**src/rtl/arith_pkg.sv**
```systemverilog
// Shared definitions for the arithmetic unit: opcodes, FSM states and flag layout.
// Flags are packed MSB-first as {c, v, z, n}.
package arith_pkg;

    typedef enum logic [1:0] {
        OP_ADD = 2'b00,
        OP_SUB = 2'b01,
        OP_MUL = 2'b10,
        OP_CMP = 2'b11
    } op_e;

    typedef enum logic {
        ST_IDLE = 1'b0,
        ST_MUL  = 1'b1
    } state_e;

    typedef struct packed {
        logic c;
        logic v;
        logic z;
        logic n;
    } flags_t;

    function automatic flags_t make_flags(input logic c, input logic v,
                                          input logic z, input logic n);
        flags_t f;
        f.c = c;
        f.v = v;
        f.z = z;
        f.n = n;
        return f;
    endfunction

endpackage

```
**src/rtl/addsub_core.sv**
```systemverilog
// WIDTH-bit ripple adder/subtractor; sub inverts b, the caller supplies the carry-in.
// Also exposes the carry into the MSB so the caller can derive signed overflow.
module addsub_core #(
    parameter int WIDTH = 8
) (
    input  logic [WIDTH-1:0] a,
    input  logic [WIDTH-1:0] b,
    input  logic             cin,
    input  logic             sub,
    output logic [WIDTH-1:0] sum,
    output logic             cout,
    output logic             cmsb
);

    logic [WIDTH-1:0] bx;
    logic [WIDTH:0]   carry;

    generate
        for (genvar gi = 0; gi < WIDTH; gi++) begin : g_binv
            assign bx[gi] = b[gi] ^ sub;
        end
    endgenerate

    // Chain kept in one process so the carry vector is evaluated in order.
    always_comb begin
        sum      = '0;
        carry    = '0;
        carry[0] = cin;
        for (int i = 0; i < WIDTH; i++) begin
            sum[i]       = a[i] ^ bx[i] ^ carry[i];
            carry[i + 1] = (a[i] & bx[i]) | (carry[i] & (a[i] ^ bx[i]));
        end
    end

    assign cout = carry[WIDTH];
    assign cmsb = carry[WIDTH-1];

endmodule

```
**src/rtl/arith_unit.sv**
```systemverilog
// Valid/ready arithmetic unit: single-cycle ADD/SUB/CMP, iterative shift-and-add MUL.
// One addsub_core is shared between the ALU path (IDLE) and the multiplier accumulate (MUL).
module arith_unit
    import arith_pkg::*;
#(
    parameter int WIDTH  = 8,
    parameter int MUL_EN = 1
) (
    input  logic             clk,
    input  logic             rst_n,
    input  logic             in_valid,
    output logic             in_ready,
    input  logic [1:0]       op,
    input  logic [WIDTH-1:0] a,
    input  logic [WIDTH-1:0] b,
    input  logic             carry_in,
    output logic             out_valid,
    input  logic             out_ready,
    output logic [WIDTH-1:0] result,
    output logic [WIDTH-1:0] result_hi,
    output logic             flag_c,
    output logic             flag_v,
    output logic             flag_z,
    output logic             flag_n,
    output logic             busy
);

    localparam int CNT_W   = (WIDTH > 1) ? $clog2(WIDTH) : 1;
    localparam bit HAS_MUL = (MUL_EN != 0);

    state_e           state_reg;
    logic             out_valid_reg;
    logic [WIDTH-1:0] result_reg;
    logic [WIDTH-1:0] result_hi_reg;
    flags_t           flags_reg;

    op_e  op_sel;
    logic accept;
    logic in_mul;
    logic is_sub;
    logic is_mul_op;
    logic mul_start;

    assign op_sel    = op_e'(op);
    assign in_mul    = (state_reg == ST_MUL);
    assign accept    = in_valid && in_ready;
    assign is_sub    = (op_sel == OP_SUB) || (op_sel == OP_CMP);
    assign is_mul_op = HAS_MUL && (op_sel == OP_MUL);
    assign mul_start = accept && is_mul_op;

    logic [WIDTH-1:0] core_a;
    logic [WIDTH-1:0] core_b;
    logic             core_cin;
    logic             core_sub;
    logic [WIDTH-1:0] core_sum;
    logic             core_cout;
    logic             core_cmsb;

    logic [WIDTH-1:0] acc_hi;
    logic [WIDTH-1:0] mcand;
    logic [WIDTH-1:0] mul_hi;
    logic [WIDTH-1:0] mul_lo;
    logic             mul_last;

    // While multiplying, the core adds the multiplicand into the high accumulator.
    assign core_a   = in_mul ? acc_hi : a;
    assign core_b   = in_mul ? mcand  : b;
    assign core_sub = !in_mul && is_sub;
    assign core_cin = in_mul ? 1'b0 : (is_sub ? 1'b1 : carry_in);

    addsub_core #(
        .WIDTH (WIDTH)
    ) u_addsub (
        .a    (core_a),
        .b    (core_b),
        .cin  (core_cin),
        .sub  (core_sub),
        .sum  (core_sum),
        .cout (core_cout),
        .cmsb (core_cmsb)
    );

    flags_t alu_flags;
    flags_t mul_flags;

    assign alu_flags = make_flags(core_cout, core_cout ^ core_cmsb,
                                  core_sum == '0, core_sum[WIDTH-1]);
    assign mul_flags = make_flags(mul_hi != '0, 1'b0,
                                  (mul_hi == '0) && (mul_lo == '0), mul_hi[WIDTH-1]);

    generate
        if (MUL_EN != 0) begin : g_mul
            logic [CNT_W-1:0] cnt_reg;
            logic [WIDTH-1:0] acc_hi_reg;
            logic [WIDTH-1:0] acc_lo_reg;
            logic [WIDTH-1:0] mcand_reg;

            // {acc_hi, acc_lo} shifts right each step; acc_lo starts as the multiplier.
            assign mul_hi = acc_lo_reg[0] ? {core_cout, core_sum[WIDTH-1:1]}
                                          : {1'b0, acc_hi_reg[WIDTH-1:1]};
            assign mul_lo = {(acc_lo_reg[0] ? core_sum[0] : acc_hi_reg[0]),
                             acc_lo_reg[WIDTH-1:1]};

            assign mul_last = in_mul && (cnt_reg == '0);
            assign acc_hi   = acc_hi_reg;
            assign mcand    = mcand_reg;

            always_ff @(posedge clk or negedge rst_n) begin
                if (!rst_n) begin
                    cnt_reg    <= '0;
                    acc_hi_reg <= '0;
                    acc_lo_reg <= '0;
                    mcand_reg  <= '0;
                end else if (mul_start) begin
                    cnt_reg    <= CNT_W'(WIDTH - 1);
                    acc_hi_reg <= '0;
                    acc_lo_reg <= b;
                    mcand_reg  <= a;
                end else if (in_mul) begin
                    acc_hi_reg <= mul_hi;
                    acc_lo_reg <= mul_lo;
                    if (cnt_reg != '0) begin
                        cnt_reg <= cnt_reg - CNT_W'(1);
                    end
                end
            end
        end else begin : g_nomul
            assign mul_hi   = '0;
            assign mul_lo   = '0;
            assign mul_last = 1'b0;
            assign acc_hi   = '0;
            assign mcand    = '0;
        end
    endgenerate

    always_ff @(posedge clk or negedge rst_n) begin
        if (!rst_n) begin
            state_reg     <= ST_IDLE;
            out_valid_reg <= 1'b0;
            result_reg    <= '0;
            result_hi_reg <= '0;
            flags_reg     <= '0;
        end else begin
            case (state_reg)
                ST_IDLE: begin
                    if (accept) begin
                        if (mul_start) begin
                            state_reg     <= ST_MUL;
                            out_valid_reg <= 1'b0;
                        end else begin
                            out_valid_reg <= 1'b1;
                            flags_reg     <= alu_flags;
                            // CMP only refreshes the flags.
                            if (op_sel != OP_CMP) begin
                                result_reg    <= core_sum;
                                result_hi_reg <= '0;
                            end
                        end
                    end else if (out_ready) begin
                        out_valid_reg <= 1'b0;
                    end
                end
                ST_MUL: begin
                    if (mul_last) begin
                        state_reg     <= ST_IDLE;
                        out_valid_reg <= 1'b1;
                        result_reg    <= mul_lo;
                        result_hi_reg <= mul_hi;
                        flags_reg     <= mul_flags;
                    end
                end
                default: state_reg <= ST_IDLE;
            endcase
        end
    end

    assign in_ready  = (state_reg == ST_IDLE) && (!out_valid_reg || out_ready);
    assign busy      = in_mul;
    assign out_valid = out_valid_reg;
    assign result    = result_reg;
    assign result_hi = result_hi_reg;
    assign flag_c    = flags_reg.c;
    assign flag_v    = flags_reg.v;
    assign flag_z    = flags_reg.z;
    assign flag_n    = flags_reg.n;

endmodule

```
**config.mk**
```make
export PLATFORM = sky130hd
export DESIGN_NAME = arith_unit
export DESIGN_NICKNAME = d
export VERILOG_FILES = /design/src/rtl/arith_pkg.sv /design/src/rtl/addsub_core.sv /design/src/rtl/arith_unit.sv
export SDC_FILE = /design/constraint.sdc
export NUM_CORES = 1
export LEC_CHECK = 0
export BUFFER_PORTS_ARGS = -buffer_cell sky130_fd_sc_hd__buf_4
export CAP_MARGIN = 5
export CORE_MARGIN = 8
export CORE_UTILIZATION = 51
export CTS_BUF_LIST = sky130_fd_sc_hd__clkbuf_4 sky130_fd_sc_hd__clkbuf_8 sky130_fd_sc_hd__clkbuf_16
export CTS_CLUSTER_DIAMETER = 120
export CTS_CLUSTER_SIZE = 20
export DETAILED_ROUTE_END_ITERATION = 12
export PLACE_DENSITY = 0.8
export SLEW_MARGIN = 20
export SYNTH_ARGS = -nofsm -noshare
export SYNTH_HDL_FRONTEND = slang
export SYNTH_SLANG_ARGS = --single-unit
```
**constraint.sdc**
```tcl
create_clock -name clk -period 5.64 [get_ports clk]
set_clock_uncertainty 0.2 [all_clocks]
set_input_delay 0.282 -clock clk [delete_from_list [all_inputs] [get_ports clk]]
set_output_delay 0.282 -clock clk [all_outputs]
set_load 0.01 [all_outputs]
```
After elaboration in Yosys (flattened, before gate mapping)
Cells that the tools add are included.
{"block": "word_totals", "ff_bits": 49, "word_cells": 130}
{"block": "classes", "n_addsub": 1, "n_eq_ne": 9, "muxes": 36, "n_bitwise": 50, "reduce_logical": 22}
{"operator": "$mux 8", "count": 15}
{"operator": "$pmux 8 s2", "count": 2}
{"operator": "$xor 1x1->1", "count": 25}
{"operator": "$logic_not 8->1", "count": 3}
{"operator": "$and 1x1->1", "count": 16}
{"operator": "$mux 4", "count": 3}
{"operator": "$mux 1", "count": 10}
{"operator": "$mux 3", "count": 3}
{"operator": "$ne 2x2->1 const B", "count": 4}
{"operator": "$or 1x1->1", "count": 8}
{"operator": "$pmux 4 s2", "count": 1}
{"operator": "$reduce_bool 8->1", "count": 1}
{"operator": "$logic_and 1x1->1", "count": 6}
{"operator": "$eq 2x2->1 const B", "count": 2}
{"operator": "$pmux 1 s2", "count": 2}
{"operator": "$reduce_and 2->1", "count": 2}
{"operator": "$reduce_and 4->1", "count": 1}
{"operator": "$reduce_bool 2->1", "count": 2}
{"operator": "$logic_not 3->1", "count": 1}
{"operator": "$ne 3x3->1 const B", "count": 1}
{"operator": "$reduce_and 3->1", "count": 1}
{"operator": "$reduce_bool 3->1", "count": 1}
{"operator": "$sub 3x1->3 const B", "count": 1}
{"operator": "$eq 2x1->1 const B", "count": 1}
{"operator": "other kinds (4)", "count": 6}

Longest topological paths before layout
Gate-level depths: netlist of the first run.
{"block": "logic_depth", "depth_word": 26, "ltp_mapped": 19, "ltp_nobuf": 17}

Hierarchy
A second synthesis of the first run with hierarchy kept.
{"block": "unflattened", "hier_cells": 273, "hier_area_um2": 2790.2}
{"module": "arith_unit", "n_inst": 1, "cells_per_inst": 240, "area_per_inst_um2": 2488.6}
{"module": "addsub_core", "n_inst": 1, "cells_per_inst": 33, "area_per_inst_um2": 301.5}

Worst setup path after synthesis of the first run
No wires, ideal clock.
{"block": "synth_path", "path_type": "reg-to-reg", "start": "register state_reg, in the netlist busy", "end": "register flags_reg, in the netlist flag_z", "setup_ns": 0.065, "arrival_ns": 5.180, "required_time_ns": 5.375, "slack_ns": 0.195, "stages_incl_launch_ff": 18, "period_less_slack_ns": 5.445, "cell_sequence": "dfrtp_1 > clkbuf_1 > clkbuf_1 > buf_1 > mux2i_1 > fa_1 > inv_1 > fa_1 > fa_1 > fa_1 > fa_1 > inv_1 > fa_1 > fa_1 > or3b_2 > or3_1 > a2111oi_4 > o22a_1"}
{"block": "synth_between", "elab_chain_len": 25}
{"element": "start: declaration", "line_no": "arith_unit.sv:31", "source": "state_e state_reg;"}
{"element": "start signal: assignment", "line_no": "arith_unit.sv:138", "source": "state_reg <= ST_IDLE;"}
{"element": "start signal: assignment", "line_no": "arith_unit.sv:148", "source": "state_reg <= ST_MUL;"}
{"element": "start signal: assignment", "line_no": "arith_unit.sv:165", "source": "state_reg <= ST_IDLE;"}
{"element": "$logic_not 1->1", "line_no": "arith_unit.sv:68", "source": "assign core_sub = !in_mul && is_sub;"}
{"element": "$logic_and 1x1->1", "line_no": "arith_unit.sv:68"}
{"element": "$xor 1x1->1", "line_no": "addsub_core.sv:20", "source": "assign bx[gi] = b[gi] ^ sub;"}
{"element": "$xor 1x1->1", "line_no": "addsub_core.sv:30, addsub_core.sv:31"}
{"element": "$and 1x1->1", "line_no": "addsub_core.sv:31", "source": "carry[i + 1] = (a[i] & bx[i]) | (carry[i] & (a[i] ^ bx[i]));"}
{"element": "$or 1x1->1", "line_no": "addsub_core.sv:31"}
{"element": "$and 1x1->1", "line_no": "addsub_core.sv:31"}
{"element": "$or 1x1->1", "line_no": "addsub_core.sv:31"}
{"element": "[... 9 more ...]"}
{"element": "$or 1x1->1", "line_no": "addsub_core.sv:31"}
{"element": "$and 1x1->1", "line_no": "addsub_core.sv:31"}
{"element": "$or 1x1->1", "line_no": "addsub_core.sv:31"}
{"element": "$mux 8", "line_no": "arith_unit.sv:99", "source": "assign mul_hi = acc_lo_reg[0] ? {core_cout, core_sum[WIDTH-1:1]}"}
{"element": "$logic_not 8->1", "line_no": "arith_unit.sv:89", "source": "(mul_hi == '0) && (mul_lo == '0), mul_hi[WIDTH-1]);"}
{"element": "$logic_and 1x1->1", "line_no": "arith_unit.sv:89"}
{"element": "$mux 4", "line_no": "arith_unit.sv:164", "source": "if (mul_last) begin"}
{"element": "$pmux 4 s2", "line_no": "arith_unit.sv:144", "source": "case (state_reg)"}
{"element": "end signal: assignment", "line_no": "arith_unit.sv:152", "source": "flags_reg <= alu_flags;"}
{"element": "end signal: assignment", "line_no": "arith_unit.sv:169", "source": "flags_reg <= mul_flags;"}
{"element": "end: declaration", "line_no": "arith_unit.sv:35", "source": "flags_t flags_reg;"}
Several ways; a longest one is shown, not always the timed one. The select of a mux whose other input is x is not followed.
A chain may end at the register's enable or synchronous reset.

Final worst setup path of the first run
Same ends and word-level chain as after synthesis.

==> key figures, run 1 <==
CTS
  – Clock latency on the worst-skew pair: between 0.3 and 0.4 ns
  – CTS Buf Count: 5
  – TritonCTS clock tree: done
  – CTS max path bufs: 2
  – Number of setup buffers added after CTS: 0
  – H-Tree Depth: 2
  – CTS Root Cell: clkbuf_8
  – Reg clk slew, reported paths: roughly 0.10 ns
  – CTS Sinks: just under 50

Synthesis
  – Synthesized cell area: roughly 2800 sq um
  – Sequential cell area fraction in the yosys report: between 40 and 50%
  – Post-Syn Instances: about 260
  – Yosys warnings: 0
  – Number of synthesized register bits: slightly below 50
  – Post-synth net total: around 290
  – Most used flip-flop cell after synthesis: dfrtp_1
  – Distinct cell type count after synthesis: 42
  – Synth async-reset ratio: 100%
  – Post-synth EDFFs: 0
  – Syn avg cell area: between 10 and 15 sq um

Pwr
  – Switching Share: roughly 42%
  – Pwr dens: approximately 670 nW/um^2
  – P_leak: 1.46 nW
  – Switch Pwr: 0.952 mW
  – P_int: approximately 1.3 mW
  – Comb pwr share: 57.2%
  – Clock Power Share: 12.0%
  – Pwr Total: between 2 and 2.5 mW
  – Maximum vdd drop: 458 uV
  – Seq pwr share: roughly 31%

Floorplanning
  – Initial core utilization: between 50% and 60%
  – Die width: a little under 90 microns
  – Die Area: approximately 8000 sq um
  – Cell Rows: 26
  – Die height: roughly 90 microns
  – I/O pins: between 40 and 50
  – Core Area: ~5200 sq um

Worst setup path
  – CP Data Required Time: 5.69 ns
  – CP endpoint kind: register
  – Crit-path max FO: 35
  – Crit path DAT: around 5 ns
  – Register-to-register setup slack: roughly 0.55 ns
  – CP Launch Type: register
  – Critical Setup Path Class: register to register

STA
  – Final worst-path cycle share: around nine tenths
  – Max_slew headroom: about a third
  – Period minus WS final: about 5.1 ns
  – RSZ-0062 raised after global routing: no
  – Peak Freq: between 0.15 and 0.2 GHz
  – Count of final setup violators: 0
  – Final hold vios: 0
  – Slew Viols, Final: 0
  – Worst Tran Pin Value: roughly 0.99 ns
  – Final setup TNS: 0 ns

Drt
  – Drt pass-1 iters: 4
  – Final wirelength: about 6500 microns
  – Vias/cell: around 5.5
  – Via count: around 2100
  – Drt wl/cell: 17.1 microns
  – Remaining antenna violation count: 0
  – Residual DRC count: 0
  – DRT iter0 DRCs: roughly 150

Finish
  – Sequential cell area: between 1000 and 1500 sq um
  – Area delta synth->final: 21.0%
  – Fillers: between 400 and 500
  – Ratio of cells with drive above 1 in the final layout: a little over a quarter
  – Nets: ~340
  – ANT cells: 0
  – Area of the multi-input gates: approximately 1400 sq um

Run status
  – Status: finished, final reports clean

Placed design
  – Port bufs: 45
  – Post-DP HPWL: 4720 microns
  – Gpl congestion: ~0.86

Global route
  – Pin count of the biggest net entering global routing: 50
  – Initial antenna violation count: 0
  – All-layer global routing usage: between 10% and 20%
  – Grt ovf: 0
  – First-pass GRT wire length: around 11000 microns
  – Vias in the first global route: between 2000 and 2500

Flow run
  – Max-cap violations: 0

Worst hold path
  – Min-Delay Path Class: primary input to register
layout make-up:
class,instances,area share (%)
flip-flops and latches,49,36.8
inverters,8,0.900
well taps,70,2.63
repair buffers,54,12.7
clock inverters,2,1.13
multi-input cells,188,43.4
clock buffers,6,2.48
synthesized netlist by cell type (all sizes together), types with 2 or more instances:
| cell | number | area share [%] |
|---|---|---|
| a211oi | 4 | 1.1 |
| a21oi | 11 | 2.0 |
| a31oi | 2 | 0.45 |
| buf | 5 | 0.73 |
| clkbuf | 11 | 1.5 |
| dfrtp | 49 | 44 |
| fa | 8 | 5.8 |
| ha | 2 | 0.91 |
| inv | 8 | 1.1 |
| mux2 | 25 | 10 |
| mux2i | 17 | 6.2 |
| nand2 | 24 | 3.3 |
| nand2b | 6 | 1.4 |
| nand3 | 2 | 0.36 |
| nand3b | 5 | 1.4 |
| nor2 | 16 | 2.2 |
| o211ai | 3 | 0.82 |
| o21ai | 28 | 5.1 |
| o31ai | 5 | 1.4 |
| or3 | 2 | 0.45 |
| or4 | 3 | 0.95 |
| xnor2 | 9 | 2.9 |
cell families after synthesis:
| kind of cell | after synthesis | synth area share, % |
|---|---|---|
| muxes | 42 | 16.4 |
| adders and majority gates | 10 | 6.72 |
| buffers and inverters | 24 | 3.31 |
| DFF | 49 | 44.5 |
| xor gates and xnor gates | 9 | 2.86 |
| AOI/OAI and AO/OA | 59 | 13.3 |
| and+or+nand+nor | 68 | 13.0 |
what timing repair did:
item	4_1_cts	5_1_grt
hold buffers	6	1
endpoints found under the hold margin	54	1
gates resized for setup	0	0
metrics by stage:
step,area [sq um],utilization [%],setup WS [ns],hold WS [ns],std cells
finish,3340,64.5,0.548,0.0125,377
CTS,3330,64.3,0.555,0.00103,376
detailed placement,3150,60.8,0.602,0.139,362
global route,3340,64.5,0.210,0.00640,377
floorplan,2760,-,0.195,-0.214,261
global placement,3150,60.8,0.780,0.137,362
final timing paths:
kind	start	end	cells after the start
hold reg to reg	g_mul.mcand_reg[5]$_DFFE_PN0P_	g_mul.mcand_reg[5]$_DFFE_PN0P_	1
setup reg to reg	busy$_DFF_PN0_	flag_z$_DFFE_PN0P_	15
max in group asynchronous	rst_n	busy$_DFF_PN0_	2
setup / recovery	busy$_DFF_PN0_	flag_z$_DFFE_PN0P_	15
min in group asynchronous	rst_n	result_hi[1]$_DFFE_PN0P_	2
hold / removal	b[3]	g_mul.acc_lo_reg[3]$_DFFE_PN0P_	3
cells in the final DEF, fill, tap and decap left out, drive strengths merged, types with 2 or more instances in the layout:
cell and instances:
clkbuf 6, nor2 16, nand2 24, mux2i 17, o31ai 5, nand2b 6
mux2 25, o211ai 3, nand3b 5, xnor2 9, ha 2, a211oi 4
fa 8, a31oi 2, buf 47, o21ai 28, or4 3, or3 2
dfrtp 49, inv 8, nand3 2, a21oi 11, dlygate4sd3 7
critical path, cell delays in order, from the launching register on:
cell	delay [ns]
dfrtp_2	0.71
mux2i_1	0.19
fa_1	0.44
inv_1	0.07
fa_1	0.18
fa_1	0.19
fa_1	0.22
fa_1	0.17
inv_1	0.06
fa_1	0.41
fa_1	0.43
fa_1	0.58
nand4bb_1	0.16
or3_1	0.45
a2111oi_4	0.37
o22a_1	0.18
metal layers:
layer	track usage (%)	vias to the layer above	share of wire (%)
met1	22.6	999	46
met5	0	-	0
met4	7.70	0	1.9
met3	4.41	11	6.9
met2	27.2	68	45
li1	-	1011	-
power by group through the flow:
stage	Sequential [mW]	Combinational, mW	Clock (mW)
after floorplan	0.661	0.882	0
after global placement	0.688	1.24	0
after detailed placement	0.694	1.28	0
after CTS	0.688	1.29	0.272
after global routing	0.717	1.41	0.287
final	0.690	1.28	0.269
(Power assumes the default switching activity.)
==> run 2, diff against run 1 <==
--- a/config.mk
+++ b/config.mk
@@ -14,6 +14,7 @@
 export CTS_CLUSTER_SIZE = 20
 export DETAILED_ROUTE_END_ITERATION = 12
 export PLACE_DENSITY = 0.8
+export REMOVE_ABC_BUFFERS = 1
 export SLEW_MARGIN = 20
 export SYNTH_ARGS = -nofsm -noshare
 export SYNTH_HDL_FRONTEND = slang
==> key figures, run 2 (synthesis results as in run 1) <==
CTS
  – TritonCTS clock tree: done
  – Reg clk slew, reported paths: 0.09 ns
  – Number of setup buffers added after CTS: 0
  – CTS Buf Count: 5
  – H-Tree Depth: 2
  – CTS Root Cell: clkbuf_8
  – CTS max path bufs: 2
  – Clock latency on the worst-skew pair: 0.30 ns
  – CTS Sinks: 49

Finish
  – ANT cells: 0
  – Ratio of cells with drive above 1 in the final layout: roughly 28%
  – Nets: ~340
  – Final Core Density: a little under two thirds
  – Most frequent cells in the layout: 48 x dfrtp_1, 48 x buf_4, 27 x o21ai_0, 24 x nand2_1, 21 x mux2_2
  – Cell area after layout: 3280 sq um
  – Area delta synth->final: 19.0%

Worst hold path
  – Hold EP: g_mul.mcand_reg[0]$_DFFE_PN0P_
  – Min-Delay Path Class: primary input to register
  – Worst hold path cell count: 2
  – HP Start: a[0]

Drt
  – Via count: between 2000 and 2500
  – Drt pass-1 iters: 4
  – Final wirelength: about 6300 microns
  – Remaining antenna violation count: 0
  – Drt wl/cell: between 15 and 20 microns
  – Residual DRC count: 0
  – DRT iter0 DRCs: approximately 150
  – Vias/cell: 5.53

Pwr
  – Pwr dens: between 600 and 700 nW/um^2
  – Maximum vdd drop: 336 uV
  – Pwr Total: ~2.2 mW
  – P_leak: between 1 and 1.5 nW

Global route
  – Initial antenna violation count: 0
  – First-pass GRT wire length: ~11000 microns
  – Pin count of the biggest net entering global routing: 54
  – All-layer global routing usage: 17.0%
  – Grt ovf: 0
  – Vias in the first global route: ~2200

Worst setup path
  – RR Startpoint: busy$_DFF_PN0_
  – Crit-path max FO: 27
  – Path depth of the worst reg2reg path: 15
  – Crit path DAT: ~5.0 ns
  – Reg2reg end: flag_z$_DFFE_PN0P_
  – Worst Path Buf+Inv: 2
  – Critical Setup Path Class: register to register
  – CP Data Required Time: about 5.7 ns
  – Crit path max-delay family: adder cells
  – Slowest stage delay, CP: about 0.7 ns
  – CP max-delay cell: dfrtp_2
  – CP endpoint kind: register
  – Register-to-register setup slack: ~0.73 ns
  – Cell mode on critical path: fa_1
  – Crit path cell chain: mux2i_1 > fa_1 > inv_1 > fa_1 > fa_1 > fa_1 > fa_1 > inv_1 > fa_1 > fa_1 > fa_1 > nand4bb_1 > or3_1 > a2111oi_4 > o22a_1
  – CP Launch Type: register

Floorplanning
  – Core Area: between 5000 and 6000 sq um
  – Cell Rows: 26
  – Die width: a little under 90 microns
  – Initial core utilization: between 50% and 60%
  – Die height: slightly below 90 microns
  – I/O pins: 46
  – Die Area: between 8000 and 9000 sq um

Run status
  – Status: finished, final reports clean

Placed design
  – Post-DP HPWL: between 4000 and 5000 microns
  – Port bufs: 45
  – Placed cell area: 3150 sq um
  – Gpl congestion: between 0.9 and 1

STA
  – Smallest hold slack: roughly 0.0032 ns
  – Final worst-path cycle share: 87.1%
  – RSZ-0062 raised after global routing: no
  – Max_slew headroom: between 40 and 50%
  – Period minus WS final: 4.91 ns
  – Slew Viols, Final: 0
  – Worst Tran Pin Value: between 0.7 and 0.8 ns
  – Count of final setup violators: 0
  – Peak Freq: between 0.2 and 0.25 GHz
  – Final hold vios: 0
  – Final setup TNS: 0 ns

Flow run
  – Max-cap violations: 0
-- run 2: what timing repair did --
item | 4_1_cts | 5_1_grt
hold buffers | 3 | 0
hold endpoints to repair | 51 | 0
gates resized for setup | 0 | 0
-- run 2: worst reg2reg max path: cells and delay by family (launching register included) --
family	cells	cell delay, ns
adder cells (fa/ha/maj)	8	2.52
flip-flops	1	0.69
AND/OR/NAND/NOR	2	0.58
AO/OA/AOI/OAI	2	0.54
multiplexers	1	0.18
buffers and inverters	2	0.12
-- run 2: per-stage QoR --
stage	std cells	setup WS (ns)
finish	374	0.730
global route	374	0.475
CTS	374	0.728
detailed placement	363	0.749
global placement	363	0.862
floorplan	245	-0.183
-- run 2: final cells by class --
class | instances | area, sq um
tap | 70 | 87.6
multi-input combinational | 188 | 1450
clock buffer | 8 | 97.6
inverter | 8 | 30.0
sequential | 49 | 1230
timing repair buffer | 51 | 390
fill | 425 | 1890
-- run 2: worst max path at each step --
stage / start / cells past startpoint / slack [ns] / endpoint
after floorplan: busy$_DFF_PN0_ / 15 / -0.18 / flag_z$_DFFE_PN0P_
after global placement: busy$_DFF_PN0_ / 14 / 0.86 / flag_z$_DFFE_PN0P_
after detailed placement: busy$_DFF_PN0_ / 15 / 0.75 / flag_z$_DFFE_PN0P_
after CTS: busy$_DFF_PN0_ / 15 / 0.73 / flag_z$_DFFE_PN0P_
after global routing: busy$_DFF_PN0_ / 16 / 0.47 / flag_z$_DFFE_PN0P_
final: busy$_DFF_PN0_ / 15 / 0.73 / flag_z$_DFFE_PN0P_
-- run 2: power by group --
group / switching [mW] / internal [mW] / total, mW
logic: 0.651 / 0.611 / 1.26
registers: 0.159 / 0.529 / 0.688
clock network: 0.110 / 0.110 / 0.220
-- run 2: routing by layer --
metal	global-route usage (%)	vias up	share of wire, %
li1	-	998	-
met1	22.0	1014	44
met2	27.1	48	49
met3	4.04	9	5.8
met4	5.59	0	1.3
met5	0	-	0
